File: config.mk
export PLATFORM = sky130hd
export DESIGN_NAME = ysyx_23060208_idu_scoreboard_flat
export DESIGN_NICKNAME = d
export VERILOG_FILES = /design/src/rtl/ysyx_23060208_idu_scoreboard_if.sv /design/src/rtl/ysyx_23060208_idu_scoreboard.sv /design/src/flat_wrapper.sv
export SDC_FILE = /design/constraint.sdc
export NUM_CORES = 1
export LEC_CHECK = 0
export CORE_UTILIZATION = 65
export CTS_BUF_LIST = sky130_fd_sc_hd__clkbuf_8
export CTS_CLUSTER_DIAMETER = 200
export DETAILED_ROUTE_END_ITERATION = 12
export PLACE_DENSITY = 0.84
export SLEW_MARGIN = 20
export SYNTH_ARGS = -nofsm -noshare
export SYNTH_HDL_FRONTEND = slang
export SYNTH_SLANG_ARGS = --single-unit
File: constraint.sdc
create_clock -name clock -period 16.75 [get_ports clock]
set_input_delay 3.35 -clock clock [delete_from_list [all_inputs] [get_ports clock]]
set_output_delay 3.35 -clock clock [all_outputs]
set_load 0.02 [all_outputs]
File: src/rtl/ysyx_23060208_idu_scoreboard_if.sv
// Handshake bundle between the IDU/EXU/WBU side and the register scoreboard.
// The master drives the decode and retire information; the slave is the scoreboard.
interface ysyx_23060208_idu_scoreboard_if #(
    parameter int REG_WIDTH = 5,
    parameter int NUM_WB    = 2,
    parameter int TOT_WIDTH = 8
);
    logic                          idu_valid;
    logic                          exu_allowin;
    logic [REG_WIDTH-1:0]          rs1;
    logic [REG_WIDTH-1:0]          rs2;
    logic                          rs1_used;
    logic                          rs2_used;
    logic [REG_WIDTH-1:0]          rd;
    logic                          rd_wen;
    logic                          csr_rd;
    logic                          csr_wen;
    logic [NUM_WB-1:0]             wb_valid;
    logic [NUM_WB*REG_WIDTH-1:0]   wb_rd;
    logic                          wb_csr;
    logic                          flush;
    logic                          sb_ready_go;
    logic                          issue_fire;
    logic [TOT_WIDTH-1:0]          inflight_cnt;
    logic                          err_underflow;

    modport master (
        output idu_valid, exu_allowin, rs1, rs2, rs1_used, rs2_used, rd, rd_wen,
               csr_rd, csr_wen, wb_valid, wb_rd, wb_csr, flush,
        input  sb_ready_go, issue_fire, inflight_cnt, err_underflow
    );

    modport slave (
        input  idu_valid, exu_allowin, rs1, rs2, rs1_used, rs2_used, rd, rd_wen,
               csr_rd, csr_wen, wb_valid, wb_rd, wb_csr, flush,
        output sb_ready_go, issue_fire, inflight_cnt, err_underflow
    );
endinterface

File: src/rtl/ysyx_23060208_idu_scoreboard.sv
// RAW/CSR interlock beside the IDU: counts in-flight writes per GPR and a CSR busy bit,
// and drives the IDU ready_go so dependent instructions wait for retirement.
module ysyx_23060208_idu_scoreboard #(
    parameter int REG_WIDTH = 5,
    parameter int CNT_WIDTH = 2,
    parameter int NUM_WB    = 2,
    parameter int TOT_WIDTH = 8
) (
    input  logic                            clock,
    input  logic                            reset,
    ysyx_23060208_idu_scoreboard_if.slave   bus
);
    localparam int NUM_REGS = 1 << REG_WIDTH;
    localparam int DW       = CNT_WIDTH + 1;
    localparam int TW       = TOT_WIDTH + 2;
    localparam logic [CNT_WIDTH-1:0] CNT_MAX = {CNT_WIDTH{1'b1}};
    localparam logic [TW-1:0]        TOT_MAX = {2'b00, {TOT_WIDTH{1'b1}}};

    logic [CNT_WIDTH-1:0] cnt_q [NUM_REGS];
    logic [CNT_WIDTH-1:0] cnt_d [NUM_REGS];
    logic                 csr_busy_q, csr_busy_d;
    logic [TOT_WIDTH-1:0] inflight_q, inflight_d;
    logic                 err_q, err_d;

    logic                 stall;
    logic                 issue;
    logic                 cnt_uf;
    logic [DW-1:0]        inc_w, dec_w, sum_w, nxt_w;
    logic [TW-1:0]        inc_tot, dec_tot, tot_w;

    // Hazard looks only at registered state, so a retire never bypasses into ready_go.
    always_comb begin
        stall = 1'b0;
        if (bus.rs1_used && bus.rs1 != '0 && cnt_q[bus.rs1] != '0)
            stall = 1'b1;
        if (bus.rs2_used && bus.rs2 != '0 && cnt_q[bus.rs2] != '0)
            stall = 1'b1;
        if (bus.rd_wen && bus.rd != '0 && cnt_q[bus.rd] == CNT_MAX)
            stall = 1'b1;
        if ((bus.csr_rd || bus.csr_wen) && csr_busy_q)
            stall = 1'b1;
    end

    assign issue = bus.idu_valid & bus.exu_allowin & ~stall;

    always_comb begin
        cnt_d    = cnt_q;
        cnt_d[0] = '0;
        cnt_uf   = 1'b0;
        inc_w    = '0;
        dec_w    = '0;
        sum_w    = '0;
        nxt_w    = '0;
        inc_tot  = '0;
        dec_tot  = '0;
        for (int r = 1; r < NUM_REGS; r++) begin
            inc_w = {{CNT_WIDTH{1'b0}}, issue & bus.rd_wen & (bus.rd == REG_WIDTH'(r))};
            dec_w = '0;
            for (int k = 0; k < NUM_WB; k++) begin
                if (bus.wb_valid[k] && bus.wb_rd[k*REG_WIDTH +: REG_WIDTH] == REG_WIDTH'(r))
                    dec_w = dec_w + DW'(1);
            end
            sum_w = {1'b0, cnt_q[r]} + inc_w;
            if (sum_w < dec_w) begin
                nxt_w  = '0;
                cnt_uf = 1'b1;
            end else begin
                nxt_w = sum_w - dec_w;
            end
            if (nxt_w > {1'b0, CNT_MAX})
                nxt_w = {1'b0, CNT_MAX};
            cnt_d[r] = nxt_w[CNT_WIDTH-1:0];
            inc_tot  = inc_tot + TW'(inc_w);
            dec_tot  = dec_tot + TW'(sum_w - nxt_w);
        end

        // Total tracks the real change of each counter, so clamped retires do not skew it.
        tot_w = {2'b00, inflight_q} + inc_tot;
        if (tot_w < dec_tot)
            tot_w = '0;
        else
            tot_w = tot_w - dec_tot;
        if (tot_w > TOT_MAX)
            tot_w = TOT_MAX;
        inflight_d = tot_w[TOT_WIDTH-1:0];

        csr_busy_d = csr_busy_q;
        if (bus.wb_csr)
            csr_busy_d = 1'b0;
        if (issue && bus.csr_wen)
            csr_busy_d = 1'b1;

        err_d = err_q | cnt_uf | (bus.wb_csr & ~csr_busy_q);

        if (bus.flush) begin
            for (int r = 0; r < NUM_REGS; r++)
                cnt_d[r] = '0;
            csr_busy_d = 1'b0;
            inflight_d = '0;
            err_d      = err_q;
        end
    end

    always_ff @(posedge clock or negedge reset) begin
        if (!reset) begin
            for (int r = 0; r < NUM_REGS; r++)
                cnt_q[r] <= '0;
            csr_busy_q <= 1'b0;
            inflight_q <= '0;
            err_q      <= 1'b0;
        end else begin
            for (int r = 0; r < NUM_REGS; r++)
                cnt_q[r] <= cnt_d[r];
            csr_busy_q <= csr_busy_d;
            inflight_q <= inflight_d;
            err_q      <= err_d;
        end
    end

    assign bus.sb_ready_go   = ~stall;
    assign bus.issue_fire    = issue;
    assign bus.inflight_cnt  = inflight_q;
    assign bus.err_underflow = err_q;

endmodule

File: src/flat_wrapper.sv
// flat-port wrapper written by rule: the top's interface ports become plain ports
module ysyx_23060208_idu_scoreboard_flat 
#(
    parameter int REG_WIDTH = 5,
    parameter int CNT_WIDTH = 2,
    parameter int NUM_WB    = 2,
    parameter int TOT_WIDTH = 8
)
  (clock, reset, bus_idu_valid, bus_exu_allowin, bus_rs1, bus_rs2, bus_rs1_used, bus_rs2_used, bus_rd, bus_rd_wen, bus_csr_rd, bus_csr_wen, bus_wb_valid, bus_wb_rd, bus_wb_csr, bus_flush, bus_sb_ready_go, bus_issue_fire, bus_inflight_cnt, bus_err_underflow);
  ysyx_23060208_idu_scoreboard_if #(.REG_WIDTH(REG_WIDTH), .NUM_WB(NUM_WB), .TOT_WIDTH(TOT_WIDTH)) bus_i ();
  input  logic clock;
  input  logic reset;
  input wire logic [$bits(bus_i.idu_valid)-1:0] bus_idu_valid;
  input wire logic [$bits(bus_i.exu_allowin)-1:0] bus_exu_allowin;
  input wire logic [$bits(bus_i.rs1)-1:0] bus_rs1;
  input wire logic [$bits(bus_i.rs2)-1:0] bus_rs2;
  input wire logic [$bits(bus_i.rs1_used)-1:0] bus_rs1_used;
  input wire logic [$bits(bus_i.rs2_used)-1:0] bus_rs2_used;
  input wire logic [$bits(bus_i.rd)-1:0] bus_rd;
  input wire logic [$bits(bus_i.rd_wen)-1:0] bus_rd_wen;
  input wire logic [$bits(bus_i.csr_rd)-1:0] bus_csr_rd;
  input wire logic [$bits(bus_i.csr_wen)-1:0] bus_csr_wen;
  input wire logic [$bits(bus_i.wb_valid)-1:0] bus_wb_valid;
  input wire logic [$bits(bus_i.wb_rd)-1:0] bus_wb_rd;
  input wire logic [$bits(bus_i.wb_csr)-1:0] bus_wb_csr;
  input wire logic [$bits(bus_i.flush)-1:0] bus_flush;
  output wire logic [$bits(bus_i.sb_ready_go)-1:0] bus_sb_ready_go;
  output wire logic [$bits(bus_i.issue_fire)-1:0] bus_issue_fire;
  output wire logic [$bits(bus_i.inflight_cnt)-1:0] bus_inflight_cnt;
  output wire logic [$bits(bus_i.err_underflow)-1:0] bus_err_underflow;
  assign bus_i.idu_valid = bus_idu_valid;
  assign bus_i.exu_allowin = bus_exu_allowin;
  assign bus_i.rs1 = bus_rs1;
  assign bus_i.rs2 = bus_rs2;
  assign bus_i.rs1_used = bus_rs1_used;
  assign bus_i.rs2_used = bus_rs2_used;
  assign bus_i.rd = bus_rd;
  assign bus_i.rd_wen = bus_rd_wen;
  assign bus_i.csr_rd = bus_csr_rd;
  assign bus_i.csr_wen = bus_csr_wen;
  assign bus_i.wb_valid = bus_wb_valid;
  assign bus_i.wb_rd = bus_wb_rd;
  assign bus_i.wb_csr = bus_wb_csr;
  assign bus_i.flush = bus_flush;
  assign bus_sb_ready_go = bus_i.sb_ready_go;
  assign bus_issue_fire = bus_i.issue_fire;
  assign bus_inflight_cnt = bus_i.inflight_cnt;
  assign bus_err_underflow = bus_i.err_underflow;
  ysyx_23060208_idu_scoreboard #(.REG_WIDTH(REG_WIDTH), .CNT_WIDTH(CNT_WIDTH), .NUM_WB(NUM_WB), .TOT_WIDTH(TOT_WIDTH)) u_core (.clock(clock), .reset(reset), .bus(bus_i));
endmodule
* Yosys cells after proc, flatten, opt, wreduce, memory -nomap -nowiden
Cells that the tools add are included.
** Word-level totals
- Output and inout bits :: 11
- Memories :: 0
- Register bits :: 72
- Input bits :: 38
- RAM bits :: 0
- Bits in latches :: 0
- Logic and storage cells :: 675
- Memory bits (read-only) :: 0
** Operators by class
- Muxes and demuxes :: 175
- Add/subtract/negate cells :: 186
- Bitwise logic cells :: 42
- Divide/modulo/power cells :: 0
- $mul :: 0
- Reduce and logical (&&, ||, !) cells :: 77
- Shift operators :: 0
- Magnitude comparators :: 67
- Equality and inequality tests :: 94
** Operators by type and width (number)
- $add 10x10->10 :: 30
- $add 10x1->10 :: 29
- $mux 3 :: 93
- $eq 5x5->1 const B :: 48
- $sub 3x3->4 :: 31
- $eq 5x4->1 const B :: 24
- $add 2x1->3 :: 31
- $gt 3x2->1 const B :: 31
- $lt 3x3->1 :: 31
- $sub 3x3->3 :: 31
- $logic_and 1x1->1 :: 70
- $mux 1 :: 69
- $add 1x1->2 const B :: 31
- $mux 62 :: 1
- $eq 5x3->1 const B :: 12
- $and 1x1->1 :: 35
- $bmux 2 s5 :: 3
- $eq 5x2->1 const B :: 6
- $ge 6x6->1 const B :: 3
- $not 5->6 :: 3
- $mux 8 :: 2
- $eq 5x1->1 const B :: 3
- $reduce_bool 5->1 :: 3
- $mux 2 :: 6
- other kinds (12) :: 15

* Logic depth before layout (Yosys ltp)
- Depth after elaboration :: 55
- Gate-level depth with buffers :: 45
- Depth with buffers taken out :: 43

* Least setup slack after synthesis
Ideal clock, no wire load.
- Kind :: input port to flip-flop
- From :: input port bus_rd[2]
- To :: register u_core.inflight_q[0], in the netlist u_core.bus.inflight_cnt[0]
- Stages :: 41
- Library setup time :: 100 ps
- Slack :: 2445 ps
- Arrival time :: 14205 ps
- Required time :: 16650 ps
- Path through :: buf_4 -> buf_4 -> o21ai_0 -> nor4_1 -> o41a_1 -> o32ai_4 -> nor4_2 -> buf_2 -> and2_1 -> ha_1 -> inv_1 -> ha_1 -> fa_1 -> a21o_1 -> a221o_1 -> fa_1 -> nor3b_1 -> or2_2 -> [5 not listed] -> fa_1 -> inv_1 -> fa_1 -> fa_1 -> fa_1 -> fa_1 -> ha_1 -> a21o_1 -> a21oi_1 -> o21bai_1 -> a21oi_1 -> xor2_1 -> ha_1 -> a21o_1 -> a31oi_1 -> a21boi_0 -> o21bai_1 -> a311oi_1
** On the way
- Word-level cells in the longest chain between the ends :: 53
- Elaborated cells between the ends (all ways) :: 359
** Ends and longest elaborated chain
- start: declaration :: line flat_wrapper.sv:19 : input wire logic [$bits(bus_i.rd)-1:0] bus_rd;
- $not 5->6 (implied by the code) :: line ysyx_23060208_idu_scoreboard.sv:38 : if (bus.rd_wen && bus.rd != '0 && cnt_q[bus.rd] == CNT_MAX)
- $bmux 2 s5 :: line ysyx_23060208_idu_scoreboard.sv:38
- $mux 2 (implied by the code) (2 in series) :: line ysyx_23060208_idu_scoreboard.sv:38
- $eq 2x2->1 :: line ysyx_23060208_idu_scoreboard.sv:38
- $logic_and 1x1->1 :: line ysyx_23060208_idu_scoreboard.sv:38
- $mux 1 :: line ysyx_23060208_idu_scoreboard.sv:38
- $mux 1 :: line ysyx_23060208_idu_scoreboard.sv:40 : if ((bus.csr_rd || bus.csr_wen) && csr_busy_q)
- $not 1->1 :: line ysyx_23060208_idu_scoreboard.sv:44 : assign issue = bus.idu_valid & bus.exu_allowin & ~stall;
- [8 not listed]
- $sub 3x3->4 :: line ysyx_23060208_idu_scoreboard.sv:74 : dec_tot = dec_tot + TW'(sum_w - nxt_w);
- $add 10x10->10 (30 in series) :: line ysyx_23060208_idu_scoreboard.sv:74
- $sub 10x10->10 or $lt 10x10->1 (tied branches) :: line ysyx_23060208_idu_scoreboard.sv:82, ysyx_23060208_idu_scoreboard.sv:79
- $mux 10 (*) :: line ysyx_23060208_idu_scoreboard.sv:79 : if (tot_w < dec_tot)
- $gt 10x8->1 :: line ysyx_23060208_idu_scoreboard.sv:83 : if (tot_w > TOT_MAX)
- $mux 8 (*) :: line ysyx_23060208_idu_scoreboard.sv:83
- $mux 8 (*) :: line ysyx_23060208_idu_scoreboard.sv:95 : if (bus.flush) begin
- via u_core.inflight_d[0] :: line ysyx_23060208_idu_scoreboard.sv:22 : logic [TOT_WIDTH-1:0] inflight_q, inflight_d;
- end signal: assignment :: line ysyx_23060208_idu_scoreboard.sv:115 : inflight_q <= inflight_d;
- end: declaration :: line ysyx_23060208_idu_scoreboard.sv:22
The timed path passes the listed nets; every way through them passes the cells marked *. The select of a mux whose other input is x is not followed.
A chain may end at the register's enable or synchronous reset.

* Worst setup path after layout
- From :: input port bus_rs2[0]
- To :: register u_core.inflight_q[5], in the netlist u_core.bus.inflight_cnt[5]
** On the way
- Word-level cells in the longest chain between the ends :: 54
- Elaborated cells between the ends (all ways) :: 329
** Ends and longest elaborated chain
- start: declaration :: line flat_wrapper.sv:16 : input wire logic [$bits(bus_i.rs2)-1:0] bus_rs2;
- $not 5->6 (implied by the code) :: line ysyx_23060208_idu_scoreboard.sv:36 : if (bus.rs2_used && bus.rs2 != '0 && cnt_q[bus.rs2] != '0)
- $bmux 2 s5 :: line ysyx_23060208_idu_scoreboard.sv:36
- $mux 2 (implied by the code) (2 in series) :: line ysyx_23060208_idu_scoreboard.sv:36
- $reduce_bool 2->1 :: line ysyx_23060208_idu_scoreboard.sv:36
- $logic_and 1x1->1 (*) :: line ysyx_23060208_idu_scoreboard.sv:36
- $mux 1 (*) :: line ysyx_23060208_idu_scoreboard.sv:36
- $mux 1 (*) :: line ysyx_23060208_idu_scoreboard.sv:38
- $mux 1 (*) :: line ysyx_23060208_idu_scoreboard.sv:40
- [9 not listed]
- $sub 3x3->4 :: line ysyx_23060208_idu_scoreboard.sv:74
- $add 10x10->10 (30 in series) :: line ysyx_23060208_idu_scoreboard.sv:74
- $sub 10x10->10 or $lt 10x10->1 (tied branches) :: line ysyx_23060208_idu_scoreboard.sv:82, ysyx_23060208_idu_scoreboard.sv:79
- $mux 10 (*) :: line ysyx_23060208_idu_scoreboard.sv:79
- $gt 10x8->1 :: line ysyx_23060208_idu_scoreboard.sv:83
- $mux 8 (*) :: line ysyx_23060208_idu_scoreboard.sv:83
- $mux 8 (*) :: line ysyx_23060208_idu_scoreboard.sv:95
- via u_core.inflight_d[5] :: line ysyx_23060208_idu_scoreboard.sv:22
Marks and branches as above.

==> qor.txt <==
Primary FF master, synth - dfrtp_1
r2r startpoint - u_core.cnt_q[27]
first-pass GRT wire length - 75820 µm
status - finished, final reports clean
library cells used by synthesis - 72
Commonest cells post-synth - 298 x inv_1, 250 x fa_1, 249 x ha_1
RSZ-0062 raised after global routing - no
synthesis warning total - 0
Max Clock Skew - 0.01333 ns
fin cells - 2049
Hold EP - u_core.bus.err_underflow
asr flop ratio synth - 100.0%
Routed WL - 48260 µm
startpoint type of the worst setup path - primary input
post-layout min period - 16.01 ns
post-synthesis simple-gate area fraction - 12.18%
mux contribution to synthesized area - 1.546%
H-Tree Depth - 3
slew margin rel. - 39.27%
initial antenna violation count - 1
Reg2Reg Depth - 36
Adder-Cell Fraction of Synth Area - 49.18%
Synth top area share - 30.31%
Starting Density - 67.11%
dpl cells - 2034
root buf cell - clkbuf_8
R2R Path End - u_core.bus.inflight_cnt[5]
share of layout cells above drive strength 1 - 3.130%
GP Congestion - 1.049
largest family of logic cells by synthesized area - adder cells
most frequent cell after synthesis - inv_1
gr ovfl total - 0
CP most frequent cell - fa_1
biggest area consumer among synthesized cells - fa_1
Die ar. - 0.02605 mm²
Clock transition at path regs - 0.10 ns
register area share after synthesis - 10.91%
Post-synth EDFFs - 0
GRT Total Usage - 39.05%
fill count - 1803
Critical path origin - bus_rs2[0]
CP required - 17.00 ns
Crit. End Element - flip-flop
Die Wd - 161.4 µm
total iterations of the first detailed-routing run - 6
reg-to-reg slack, setup - 4.09 ns
CTS max path bufs - 2
CTS tree - yes
Residual DRC - 0
vias in the first global route - 13820
Final Hold Vio Count - 0
Worst Path Arrival - 16.26 ns
antenna cell count - 0
DR vias - 13200
endpoints failing setup - 0
Post-Synth XOR/XNOR Area - 5.357%
Syn-to-layout area delta - 6.176%
vias per cell - 6.443
cts bufs inserted - 9
cts hold-fix bufs - 0
Tcrit/Tclk final - 95.57%
Ports - 49
Avg WL per Cell - 23.55 µm
Syn Nets - 2222
num rows - 57
Syn Area/Cell - 9.799 µm²
Post-DRT Antenna Nets - 0
CP peak stage delay - 0.94 ns
register area - 0.001802 mm²
hold path cells - 1
max cap viols - 0
critical path's slowest cell - clkdlybuf4s50_1
max-slew violation count - 0
HP Class - reg -> reg
clock network latency to the later pin of the worst-skew pair - 0.40 ns
Iteration-0 DRC Markers - 1660
synth top area cells - fa_1 30%, ha_1 19%, dfrtp_1 11%
Final HPWL DP - 40210 µm
FF+latch count, synth - 72
Compound-Gate Fraction of Synth Area - 13.27%
# nets final - 2258
hold_sp - u_core.bus.err_underflow
Fin Setup TNS - 0 ns
die outline height - 161.4 µm
number of I/O port buffers - 48
WS Path Type - in -> reg
Syn Inst Count - 1685
CTS sink cnt - 72
area occupied by multi-input gates - 0.01346 mm²
CTS resizes - 0
CORE AREA - 0.02460 mm²
pin count of the biggest net entering global routing - 66
Setup Buffers After CTS - 0
post-synthesis cell area - 0.01651 mm²
FMAX - 62.47 MHz
crit-path max FO - 19
worst-margin pin slew - 0.9110 ns
-- kinds of logic (layout without fill, tap and decap cells) --
group                      Yosys count  count (layout)
adders and majority gates          499             499
and+or+nand+nor                    390             390
buffers and inverters              326             366
AOI/OAI and AO/OA                  284             284
xor gates and xnor gates           101             101
DFF                                 72              72
muxes                               13              13
-- cell usage in the layout (no fill, tap or decap), types with 26 or more instances in the layout --
| cell | instances |
|---|---|
| nor2b_1 | 54 |
| nand2_1 | 43 |
| fa_1 | 250 |
| nor2_1 | 155 |
| dfrtp_1 | 72 |
| xnor2_1 | 53 |
| clkdlybuf4s50_1 | 46 |
| a221oi_1 | 31 |
| inv_1 | 298 |
| a21oi_1 | 35 |
| xor2_1 | 48 |
| o31ai_1 | 29 |
| ha_1 | 249 |
| a21o_1 | 57 |
| and2_1 | 26 |
-- how the worst max path moves through the flow --
stage	slack [ns]	endpoint	cells past startpoint
floorplan	2.45	u_core.bus.inflight_cnt[0]	41
global placement	0.93	u_core.bus.inflight_cnt[2]	38
detailed placement	0.53	u_core.bus.inflight_cnt[5]	38
CTS	0.92	u_core.bus.inflight_cnt[5]	38
global route	0.18	u_core.bus.inflight_cnt[3]	38
finish	0.74	u_core.bus.inflight_cnt[5]	37
-- layer usage --
metal | track usage, % | share of wire [%] | vias up
met1 | 50.84 | 37 | 6511
li1 | - | - | 5710
met2 | 59.40 | 44 | 769
met4 | 24.23 | 7.1 | 2
met5 | 0 | 0.019 | -
met3 | 8.860 | 11 | 210
-- flip-flops by register name, summed over array words and instances (netlist names) --
register,flops
u_core.cnt_q,62
u_core.bus.inflight_cnt,8
u_core.bus.err_underflow,1
u_core.csr_busy_q,1
-- layout make-up --
| class | count | share of cell area (%) |
|---|---|---|
| timing repair buffer | 51 | 2.826 |
| multi-input combinational | 1287 | 76.78 |
| clock inverter | 5 | 0.5924 |
| sequential | 72 | 10.28 |
| inverter | 300 | 6.423 |
| tap | 324 | 2.312 |
| clock buffer | 10 | 0.7850 |
-- critical path: cells and delay by family --
family / cells / cell delay [ns]
adder cells (fa/ha/maj): 14 / 6.53
XOR/XNOR: 1 / 0.21
buffers and inverters: 4 / 1.20
AO/OA/AOI/OAI: 15 / 3.62
AND/OR/NAND/NOR: 3 / 1.35
-- through the flow --
| stage | setup slack [ns] | instance area (µm²) | hold WS, ns | utilization (%) |
|---|---|---|---|---|
| global placement | 0.9294 | 17290 | 0.4577 | 70.27 |
| CTS | 0.9228 | 17530 | 0.5140 | 71.25 |
| finish | 0.7426 | 17530 | 0.5073 | 71.25 |
| detailed placement | 0.5315 | 17290 | 0.4924 | 70.27 |
| global route | 0.1830 | 17530 | 0.5192 | 71.25 |
| floorplan | 2.445 | 16510 | 0.5947 | - |
Power is not shown: default switching activity piles up to over one toggle a cycle in this logic, so the estimate is an artifact.
